===== src/rtl/jtag_pkg.sv =====
// Shared JTAG definitions: TAP controller state encoding (IEEE 1149.1 style codes).
package jtag_pkg;

    typedef enum logic [3:0] {
        EXIT2_DR         = 4'h0,
        EXIT1_DR         = 4'h1,
        SHIFT_DR         = 4'h2,
        PAUSE_DR         = 4'h3,
        SELECT_IR        = 4'h4,
        UPDATE_DR        = 4'h5,
        CAPTURE_DR       = 4'h6,
        SELECT_DR        = 4'h7,
        EXIT2_IR         = 4'h8,
        EXIT1_IR         = 4'h9,
        SHIFT_IR         = 4'hA,
        PAUSE_IR         = 4'hB,
        RUN_TEST_IDLE    = 4'hC,
        UPDATE_IR        = 4'hD,
        CAPTURE_IR       = 4'hE,
        TEST_LOGIC_RESET = 4'hF
    } tap_ctrl_fsm_t;

endpackage


===== src/rtl/jtag_tap_regs.sv =====
// TAP data path: instruction register plus IDCODE/BYPASS/USER data registers,
// with negedge-launched TDO and a one-tck USER update strobe.
module jtag_tap_regs
    import jtag_pkg::*;
#(
    parameter int unsigned           IR_WIDTH      = 4,
    parameter logic [31:0]           IDCODE_VAL    = 32'h1BEEF001,
    parameter logic [IR_WIDTH-1:0]   IDCODE_OPC    = IR_WIDTH'(4'h1),
    parameter logic [IR_WIDTH-1:0]   USER_OPC      = IR_WIDTH'(4'h3),
    parameter int unsigned           USER_DR_WIDTH = 32
) (
    input  logic                     tck,
    input  logic                     trstn,
    input  logic                     tdi,
    input  tap_ctrl_fsm_t            tap_state,
    input  logic [USER_DR_WIDTH-1:0] user_capture_data,
    output logic                     tdo,
    output logic                     tdo_en,
    output logic [IR_WIDTH-1:0]      ir_out,
    output logic [USER_DR_WIDTH-1:0] user_update_data,
    output logic                     user_update_valid
);

    localparam logic [IR_WIDTH-1:0] IR_CAPTURE = IR_WIDTH'(2'b01);

    logic [IR_WIDTH-1:0]      ir_sr_q, ir_sr_d;
    logic [IR_WIDTH-1:0]      ir_out_q, ir_out_d;
    logic [31:0]              idcode_sr_q, idcode_sr_d;
    logic                     bypass_sr_q, bypass_sr_d;
    logic [USER_DR_WIDTH-1:0] user_sr_q, user_sr_d;
    logic [USER_DR_WIDTH-1:0] user_data_q, user_data_d;
    logic                     user_valid_q, user_valid_d;
    logic                     tdo_q, tdo_d;
    logic                     tdo_en_q, tdo_en_d;

    logic                     sel_idcode;
    logic                     sel_user;
    logic                     sel_bypass;
    logic                     dr_lsb;
    logic [USER_DR_WIDTH-1:0] user_shift;

    // Any opcode other than IDCODE/USER (including all-ones) selects BYPASS.
    assign sel_idcode = (ir_out_q == IDCODE_OPC);
    assign sel_user   = (ir_out_q == USER_OPC) && !sel_idcode;
    assign sel_bypass = !sel_idcode && !sel_user;

    generate
        if (USER_DR_WIDTH == 1) begin : g_user_1
            assign user_shift = tdi;
        end else begin : g_user_n
            assign user_shift = {tdi, user_sr_q[USER_DR_WIDTH-1:1]};
        end
    endgenerate

    assign dr_lsb = sel_idcode ? idcode_sr_q[0] :
                    sel_user   ? user_sr_q[0]   : bypass_sr_q;

    always_comb begin
        ir_sr_d      = ir_sr_q;
        ir_out_d     = ir_out_q;
        idcode_sr_d  = idcode_sr_q;
        bypass_sr_d  = bypass_sr_q;
        user_sr_d    = user_sr_q;
        user_data_d  = user_data_q;
        user_valid_d = 1'b0;
        case (tap_state)
            TEST_LOGIC_RESET: ir_out_d = IDCODE_OPC;
            CAPTURE_IR:       ir_sr_d  = IR_CAPTURE;
            SHIFT_IR:         ir_sr_d  = {tdi, ir_sr_q[IR_WIDTH-1:1]};
            UPDATE_IR:        ir_out_d = ir_sr_q;
            CAPTURE_DR: begin
                if (sel_idcode) idcode_sr_d = IDCODE_VAL;
                if (sel_user)   user_sr_d   = user_capture_data;
                if (sel_bypass) bypass_sr_d = 1'b0;
            end
            SHIFT_DR: begin
                if (sel_idcode) idcode_sr_d = {tdi, idcode_sr_q[31:1]};
                if (sel_user)   user_sr_d   = user_shift;
                if (sel_bypass) bypass_sr_d = tdi;
            end
            UPDATE_DR: begin
                if (sel_user) begin
                    user_data_d  = user_sr_q;
                    user_valid_d = 1'b1;
                end
            end
            default: ;
        endcase
    end

    always_ff @(posedge tck or negedge trstn) begin
        if (!trstn) begin
            ir_sr_q      <= '0;
            ir_out_q     <= IDCODE_OPC;
            idcode_sr_q  <= '0;
            bypass_sr_q  <= 1'b0;
            user_sr_q    <= '0;
            user_data_q  <= '0;
            user_valid_q <= 1'b0;
        end else begin
            ir_sr_q      <= ir_sr_d;
            ir_out_q     <= ir_out_d;
            idcode_sr_q  <= idcode_sr_d;
            bypass_sr_q  <= bypass_sr_d;
            user_sr_q    <= user_sr_d;
            user_data_q  <= user_data_d;
            user_valid_q <= user_valid_d;
        end
    end

    always_comb begin
        tdo_d    = tdo_q;
        tdo_en_d = 1'b0;
        if (tap_state == SHIFT_IR) begin
            tdo_d    = ir_sr_q[0];
            tdo_en_d = 1'b1;
        end else if (tap_state == SHIFT_DR) begin
            tdo_d    = dr_lsb;
            tdo_en_d = 1'b1;
        end
    end

    // Launch on the falling edge so the host can sample at the next rising edge.
    always_ff @(negedge tck or negedge trstn) begin
        if (!trstn) begin
            tdo_q    <= 1'b0;
            tdo_en_q <= 1'b0;
        end else begin
            tdo_q    <= tdo_d;
            tdo_en_q <= tdo_en_d;
        end
    end

    assign tdo               = tdo_q;
    assign tdo_en            = tdo_en_q;
    assign ir_out            = ir_out_q;
    assign user_update_data  = user_data_q;
    assign user_update_valid = user_valid_q;

endmodule


===== config.mk =====
export PLATFORM = sky130hd
export DESIGN_NAME = jtag_tap_regs
export DESIGN_NICKNAME = d
export VERILOG_FILES = /design/src/rtl/jtag_pkg.sv /design/src/rtl/jtag_tap_regs.sv
export SDC_FILE = /design/constraint.sdc
export NUM_CORES = 1
export LEC_CHECK = 0
export BUFFER_PORTS_ARGS = -buffer_cell sky130_fd_sc_hd__buf_2
export CAP_MARGIN = 5
export CORE_ASPECT_RATIO = 2
export CORE_MARGIN = 2
export CORE_UTILIZATION = 25
export CTS_BUF_LIST = sky130_fd_sc_hd__clkbuf_8
export CTS_CLUSTER_SIZE = 24
export DETAILED_ROUTE_END_ITERATION = 8
export HOLD_SLACK_MARGIN = 0.02
export REMOVE_ABC_BUFFERS = 1
export SLEW_MARGIN = 20
export SYNTH_ARGS = -nofsm -noshare
export SYNTH_HDL_FRONTEND = slang
export SYNTH_SLANG_ARGS = --single-unit

===== constraint.sdc =====
create_clock -name tck -period 4.1 [get_ports tck]
set_clock_uncertainty 0.2 [all_clocks]
set_input_delay 0.82 -clock tck [delete_from_list [all_inputs] [get_ports tck]]
set_output_delay 0.82 -clock tck [all_outputs]
set_load 0.03 [all_outputs]

==> impl_metrics.json, run 1 <==
{
  "drive_gt1_frac": 0.497,
  "ys_types": 27,
  "synth_area_per_cell_sq_um": 13.6,
  "grt-ovfl-total": 0,
  "mostFrequentLayoutCells": "107 x mux2_2, 105 x dfrtp_1, 75 x buf_2",
  "num_vias": 2874,
  "critPathLaunchType": "flip-flop",
  "finalHoldViolCount": 0,
  "cts_tree": "yes",
  "crit_chain": "buf_4",
  "drt-initial-drc-count": 68,
  "dp_hpwl_um": 6690,
  "via_per_inst": 4.44,
  "io_buffers": 77,
  "met3_usage": 0.0187,
  "end_kind": "output pin",
  "required_ps": 3080,
  "start_util": 0.253,
  "cts_buffers": 9,
  "syn2layout_area_growth_pct": 17.7,
  "post_cts_buffers": 0,
  "cts_root_buffer": "clkbuf_8",
  "power.total_mw": 2.13,
  "die_area_sq_um": 20000,
  "ys_ff_latch": 108,
  "drt_first_pass_iters": 4,
  "holdWs_ps": 271,
  "slowest_stage": "dfrtn_1",
  "status": "completed",
  "die_w_um": 101,
  "met2_usage": 0.193,
  "postSynthCellCount": 346,
  "antenna_cells": 0,
  "cts_num_sinks": 108,
  "clockBufferDepth": 2,
  "path_buf_inv": 1,
  "grt_pass1_vias": 3204,
  "synthFlopType": "dfrtp_1",
  "synth-async-reset-ratio": 1.00,
  "rsz0062_at_grt": "no",
  "wl_per_cell_um": 14.8,
  "place_ws_ps": 244,
  "post_cts_resized": 0,
  "rows": 71,
  "met1_usage": 0.113,
  "busiest_layer": "met2",
  "postCtsHoldBufs": 0,
  "global_route.usage.total": 0.104,
  "drv_cap": 0,
  "core-area_sq_um": 18700,
  "relSlewSlack": 0.381,
  "tightest_slew_ps": 928,
  "wirelength_um": 9590,
  "crit_path_max_incr_delay_ps": 430,
  "critical_path.max_fanout": 2,
  "syn_area_sq_um": 4710,
  "pin_count": 78,
  "cp_data_arrival_time_ps": 3000,
  "critical_path_class": "reg -> out",
  "hold_path.class": "in -> async",
  "setup_violations": 0,
  "critPathTopFamily": "flip-flops",
  "grt_pass1_wl_um": 16200,
  "setup_tns_ps": 0,
  "slew_viol_final": 0,
  "fp.dieH_um": 198,
  "finalNetCount": 463,
  "clk_pin_slew_ps": 130,
  "antenna_found_initial": 0,
  "h-tree-depth": 3,
  "ir_drop_uv": 162,
  "synth_edf_count": 0,
  "pwr_density_cell_nw_per_um2": 384,
  "gp_congestion": 0.779,
  "ys_seq_area_frac": 0.574,
  "drc_errors": 0,
  "yosysWarningCount": 0,
  "clkLatencyLatePin_ps": 380,
  "leakage_nw": 2.83,
  "setup_ws_ps": 77.6,
  "ant_nets": 0,
  "final_common_cell": "mux2_2",
  "grt_max_degree": 73
}
-- path summary, 6_finish.rpt --
kind | depth (start not counted) | start | slack (ps) | to
max in group asynchronous | 1 | trstn | 1600 | tdo_en
worst max register to register | 3 | ir_out[0] | 400 | tdo
worst min-delay path | 2 | trstn | 270 | user_update_data[0]
worst min register to register | 2 | tdo | 290 | tdo
worst max-delay path | 1 | tdo | 80 | tdo
min in group tck | 2 | tdo | 290 | tdo
-- metrics by stage --
stage | instances | util | area (sq um)
after floorplan | 327 | - | 4600
after global placement | 632 | 0.286 | 5340
after detailed placement | 632 | 0.286 | 5340
after CTS | 648 | 0.297 | 5540
after global routing | 648 | 0.297 | 5540
final | 648 | 0.297 | 5540
-- sequential cells by signal (all words and copies together), names as in the netlist --
| register | flops |
|---|---|
| ir_out | 4 |
| tdo_en | 1 |
| idcode_sr_q | 32 |
| user_update_data | 32 |
| user_sr_q | 32 |
| user_update_valid | 1 |
| ir_sr_q | 4 |
| bypass_sr_q | 1 |
| tdo | 1 |
-- cells in the mapped netlist, drive strengths merged, types with 2 or more instances --
master	n	area share
mux2	114	0.27
clkbuf	5	0.0040
dfrtp	105	0.56
nand3	2	0.0021
nor2b	13	0.017
mux2i	15	0.032
nand2b	8	0.011
inv	15	0.012
nor2	22	0.018
nor3b	2	0.0032
nor3	2	0.0045
buf	14	0.019
dfrtn	2	0.011
o21ai	9	0.0096
nand2	11	0.0088
-- layer usage --
| metal | wire length [um] | up-vias | part of all wire |
|---|---|---|---|
| met2 | 5270 | 51 | 0.55 |
| li1 | - | 1345 | - |
| met5 | 0 | - | 0 |
| met3 | 276 | 12 | 0.029 |
| met4 | 190 | 0 | 0.020 |
| met1 | 3850 | 1466 | 0.40 |
-- layout make-up --
class,count,area [sq um]
clock buffer,9,124
timing repair buffer,86,458
multi-input combinational,204,1850
tap,219,274
fill,1910,13100
clock inverter,7,78.8
sequential,108,2700
inverter,15,56.3
-- report_power, final --
part / total [mW] / switching [mW] / internal (mW)
sequential: 1.21 / 0.0511 / 1.16
combinational: 0.254 / 0.134 / 0.120
clock: 0.660 / 0.418 / 0.242
total: 2.13 / 0.603 / 1.52
-- logic make-up (layout without fill, tap and decap cells) --
family / Yosys count / after routing / share of synthesized area
AOI/OAI and AO/OA: 11 / 11 / 0.0130
muxes: 129 / 129 / 0.304
DFF: 108 / 108 / 0.574
and+or+nand+nor: 64 / 64 / 0.0738
buffers and inverters: 34 / 117 / 0.0348
No activity file was read; power rests on OpenSTA's default activity.
==> inputs of run 2 (changes only) <==
--- a/config.mk
+++ b/config.mk
@@ -6,7 +6,7 @@
 export NUM_CORES = 1
 export LEC_CHECK = 0
 export BUFFER_PORTS_ARGS = -buffer_cell sky130_fd_sc_hd__buf_2
-export CAP_MARGIN = 5
+export CAP_MARGIN = 20
 export CORE_ASPECT_RATIO = 2
 export CORE_MARGIN = 2
 export CORE_UTILIZATION = 25
@@ -15,7 +15,7 @@
 export DETAILED_ROUTE_END_ITERATION = 8
 export HOLD_SLACK_MARGIN = 0.02
 export REMOVE_ABC_BUFFERS = 1
-export SLEW_MARGIN = 20
+export SLEW_MARGIN = 25
 export SYNTH_ARGS = -nofsm -noshare
 export SYNTH_HDL_FRONTEND = slang
 export SYNTH_SLANG_ARGS = --single-unit
==> constraint.sdc (replaced) <==
create_clock -name tck -period 4 [get_ports tck]
set_clock_uncertainty 0.2 [all_clocks]
set_input_delay 0.8 -clock tck [delete_from_list [all_inputs] [get_ports tck]]
set_output_delay 0.8 -clock tck [all_outputs]
set_load 0.03 [all_outputs]
==> impl_metrics.json, run 2 (synthesis results as in run 1) <==
{
  "post_cts_buffers": 0,
  "grt_pass1_vias": 3153,
  "wirelength_um": 9600,
  "pin_count": 78,
  "final_common_cell": "mux2_2",
  "die_w_um": 101,
  "setup_violations": 0,
  "syn2layout_area_growth_pct": 17.7,
  "place_area_sq_um": 5340,
  "hold_path.class": "reg -> reg",
  "drive_gt1_frac": 0.497,
  "clk_pin_slew_ps": 70,
  "drt-initial-drc-count": 68,
  "crit_path_max_incr_delay_ps": 400,
  "antenna_found_initial": 0,
  "ant_nets": 0,
  "path_buf_inv": 1,
  "cts_buffers": 9,
  "drc_errors": 0,
  "grt-ovfl-total": 0,
  "via_per_inst": 4.44,
  "slew_viol_final": 0,
  "rsz0062_at_grt": "no",
  "pwr_density_cell_nw_per_um2": 392,
  "h-tree-depth": 3,
  "tightest_slew_ps": 725,
  "grt_max_degree": 73,
  "cts_num_sinks": 108,
  "fp.dieH_um": 198,
  "critical_path.max_fanout": 1,
  "core-area_sq_um": 18700,
  "critPathTopFamily": "flip-flops",
  "dp_hpwl_um": 6750,
  "critPathLaunchType": "flip-flop",
  "finalNetCount": 463,
  "final_area_sq_um": 5540,
  "finalHoldViolCount": 0,
  "relSlewSlack": 0.516,
  "start_util": 0.253,
  "place_inst": 632,
  "io_buffers": 77,
  "drt_first_pass_iters": 4,
  "rows": 71,
  "clkLatencyLatePin_ps": 380,
  "crit_chain": "buf_2",
  "ir_drop_uv": 127,
  "critical_path_class": "reg -> out",
  "leakage_nw": 2.83,
  "global_route.usage.total": 0.103,
  "grt_pass1_wl_um": 15900,
  "gp_congestion": 0.774,
  "fillers": 1901,
  "place_ws_ps": 164,
  "slowest_stage": "dfrtn_1",
  "cts_root_buffer": "clkbuf_8",
  "mostFrequentLayoutCells": "107 x mux2_2, 105 x dfrtp_1, 75 x buf_2",
  "end_kind": "output pin",
  "cp_data_arrival_time_ps": 2950,
  "die_area_sq_um": 20000,
  "antenna_cells": 0,
  "setup_tns_ps": 0,
  "wl_per_cell_um": 14.8,
  "clockBufferDepth": 2,
  "fin_cells": 648,
  "setup_ws_ps": 54.8,
  "cts_tree": "yes",
  "drv_cap": 0,
  "num_vias": 2879,
  "status": "completed",
  "required_ps": 3000
}
run 2: cell types whose count changed in the layout (fill, tap and decap cells not counted):
cell / change
buf_6: +1
inv_6: +3
buf_4: -1
clkinv_4: -2
inv_8: -1
run 2: final timing paths:
| check | start | cells after the start | slack, ps | to |
|---|---|---|---|---|
| max in group asynchronous | trstn | 1 | 1560 | tdo_en |
| min in group asynchronous | trstn | 2 | 270 | user_sr_q[31] |
| worst min register to register | tdo | 2 | 260 | tdo |
| worst max-delay path | tdo_en | 1 | 50 | tdo_en |
| worst max register to register | ir_out[0] | 3 | 340 | tdo |
| worst min-delay path | tdo | 2 | 260 | tdo |
run 2: cell type report:
class	count	area, sq um	area share
Clock buffer	9	124	0.0223
Clock inverter	7	76.3	0.0138
Inverter	15	56.3	0.0102
Multi-Input combinational cell	204	1850	0.333
Sequential cell	108	2700	0.488
Tap cell	219	274	0.0494
Timing Repair Buffer	86	462	0.0833
run 2: per-layer routing:
layer  up-vias  part of all wire  global-route usage  wire [um]
met5         -                 0                   0          0
met4         0             0.022              0.0495        212
met3        15             0.025              0.0194        241
met2        55              0.55               0.185       5260
met1      1467              0.40               0.113       3890
li1       1342                 -                   -          -
run 2: power by group:
part | internal [mW] | leakage [nW] | switching, mW
registers | 1.19 | 1.43 | 0.0500
clock network | 0.249 | 0.101 | 0.422
logic | 0.123 | 1.31 | 0.139
run 2: timing repair:
action	in CTS	in global routing
resized for setup	1	0
endpoints found under the setup margin	1	0
hold buffers	0	0
run 2: tightest hold or removal path: stages (launching register included):
cell,delay [ps]
dfrtn_1,410
o21ai_0,80
o41ai_1,60
run 2: per-stage QoR:
stage                      util  hold slack, ps  power, mW
after floorplan               -             250       1.42
after global placement    0.286             260       1.51
after detailed placement  0.286             266       1.53
after CTS                 0.297             256       2.23
after global routing      0.297             288       2.32
final                     0.297             265       2.17
==> inputs of run 3 (changes only) <==
==> constraint.sdc (replaced) <==
create_clock -name tck -period 5 [get_ports tck]
set_clock_uncertainty 0.2 [all_clocks]
set_input_delay 1 -clock tck [delete_from_list [all_inputs] [get_ports tck]]
set_output_delay 1 -clock tck [all_outputs]
set_load 0.03 [all_outputs]
==> impl_metrics.json, run 3 (synthesis results as in run 1) <==
{
  "drt-initial-drc-count": 71,
  "leakage_nw": 2.82,
  "global_route.usage.total": 0.103,
  "grt_pass1_wl_um": 16000,
  "grt_pass1_vias": 3129,
  "io_buffers": 77,
  "die_area_sq_um": 20000,
  "required_ps": 3800,
  "crit_chain": "buf_2",
  "num_vias": 2845,
  "drt_first_pass_iters": 4,
  "pwr-share-comb": 0.117,
  "rows": 71,
  "critical_path_class": "reg -> out",
  "finalNetCount": 459,
  "critPathLaunchType": "flip-flop",
  "grt_max_degree": 79,
  "holdWs_ps": 265,
  "grt-ovfl-total": 0,
  "p_clk_frac": 0.311,
  "crit_path_max_incr_delay_ps": 410,
  "power.total_mw": 1.74,
  "fillers": 1903,
  "cts_num_sinks": 108,
  "end_kind": "output pin",
  "final_common_cell": "mux2_2",
  "start_util": 0.253,
  "intPower_mw": 1.25,
  "fp.dieH_um": 198,
  "via_per_inst": 4.42,
  "post_cts_resized": 0,
  "gp_congestion": 0.745,
  "critPathTopFamily": "flip-flops",
  "core-area_sq_um": 18700,
  "cts_buffers": 9,
  "die_w_um": 101,
  "p_sw_frac": 0.282,
  "cts_tree": "yes",
  "slowest_stage": "dfrtn_1",
  "h-tree-depth": 3,
  "setup_tns_ps": 0,
  "setup_violations": 0,
  "mostFrequentLayoutCells": "107 x mux2_2, 105 x dfrtp_1, 76 x buf_2",
  "clk_pin_slew_ps": 80,
  "pwr_density_cell_nw_per_um2": 315,
  "postCtsHoldBufs": 0,
  "final_util": 0.296,
  "wl_per_cell_um": 14.5,
  "slew_viol_final": 0,
  "antenna_found_initial": 0,
  "dp_hpwl_um": 6270,
  "cts_root_buffer": "clkbuf_8",
  "p_seq_frac": 0.572,
  "rsz0062_at_grt": "no",
  "post_cts_buffers": 0,
  "critical_path.max_fanout": 2,
  "drc_errors": 0,
  "ir_drop_uv": 132,
  "clockBufferDepth": 2,
  "syn2layout_area_growth_pct": 17.1,
  "antenna_cells": 0,
  "status": "completed",
  "ant_nets": 0,
  "path_buf_inv": 1,
  "tightest_slew_ps": 995,
  "clkLatencyLatePin_ps": 390,
  "pin_count": 78,
  "p_sw_mw": 0.489,
  "drv_cap": 0,
  "drive_gt1_frac": 0.492,
  "wirelength_um": 9370,
  "cp_data_arrival_time_ps": 3480,
  "finalHoldViolCount": 0,
  "hold_path.class": "reg -> reg",
  "relSlewSlack": 0.336
}
==> run 3: final timing paths <==
| path | cells past startpoint | slack [ps] | endpoint | from |
|---|---|---|---|---|
| max | 1 | 320 | tdo | tdo |
| max in group asynchronous | 1 | 1540 | tdo | trstn |
| min | 2 | 260 | tdo | tdo |
| min in group asynchronous | 1 | 330 | idcode_sr_q[0] | trstn |
| min reg2reg | 2 | 260 | tdo | tdo |
| max reg2reg | 3 | 720 | tdo | ir_out[0] |
==> run 3: final cells by class <==
cell class	instances	area, sq um	share of cell area
clock inverters	7	78.8	0.0143
multi-input cells	204	1850	0.335
well taps	219	274	0.0497
inverters	15	56.3	0.0102
repair buffers	82	429	0.0778
flip-flops and latches	108	2700	0.490
clock buffers	9	124	0.0225
==> run 3: metrics by stage <==
step / std cells / cell area, sq um / setup WS (ps)
after floorplan: 327 / 4600 / 715
final: 644 / 5510 / 319
after global placement: 628 / 5310 / 455
after detailed placement: 628 / 5310 / 480
after CTS: 644 / 5510 / 288
after global routing: 644 / 5510 / 256
==> run 3: power groups by stage <==
stage	clock network [mW]	registers (mW)	logic [mW]
final	0.540	0.992	0.203
after detailed placement	0	1.01	0.209
after CTS	0.581	0.993	0.210
after global placement	0	1.01	0.200
after floorplan	0	1.01	0.121
after global routing	0.612	1.00	0.232
==> run 3: metal layers <==
metal  track usage  wire [um]  up-vias
met3        0.0244        299       11
met2         0.185       5160       52
met4        0.0420        177        0
li1              -          -     1329
met1         0.113       3720     1453
met5             0          0        -
==> run 3: worst reg2reg max path, cell delays in order (launching register included) <==
cell	delay, ps
dfstp_2	570
or3b_1	480
o31ai_1	270
o41ai_1	80
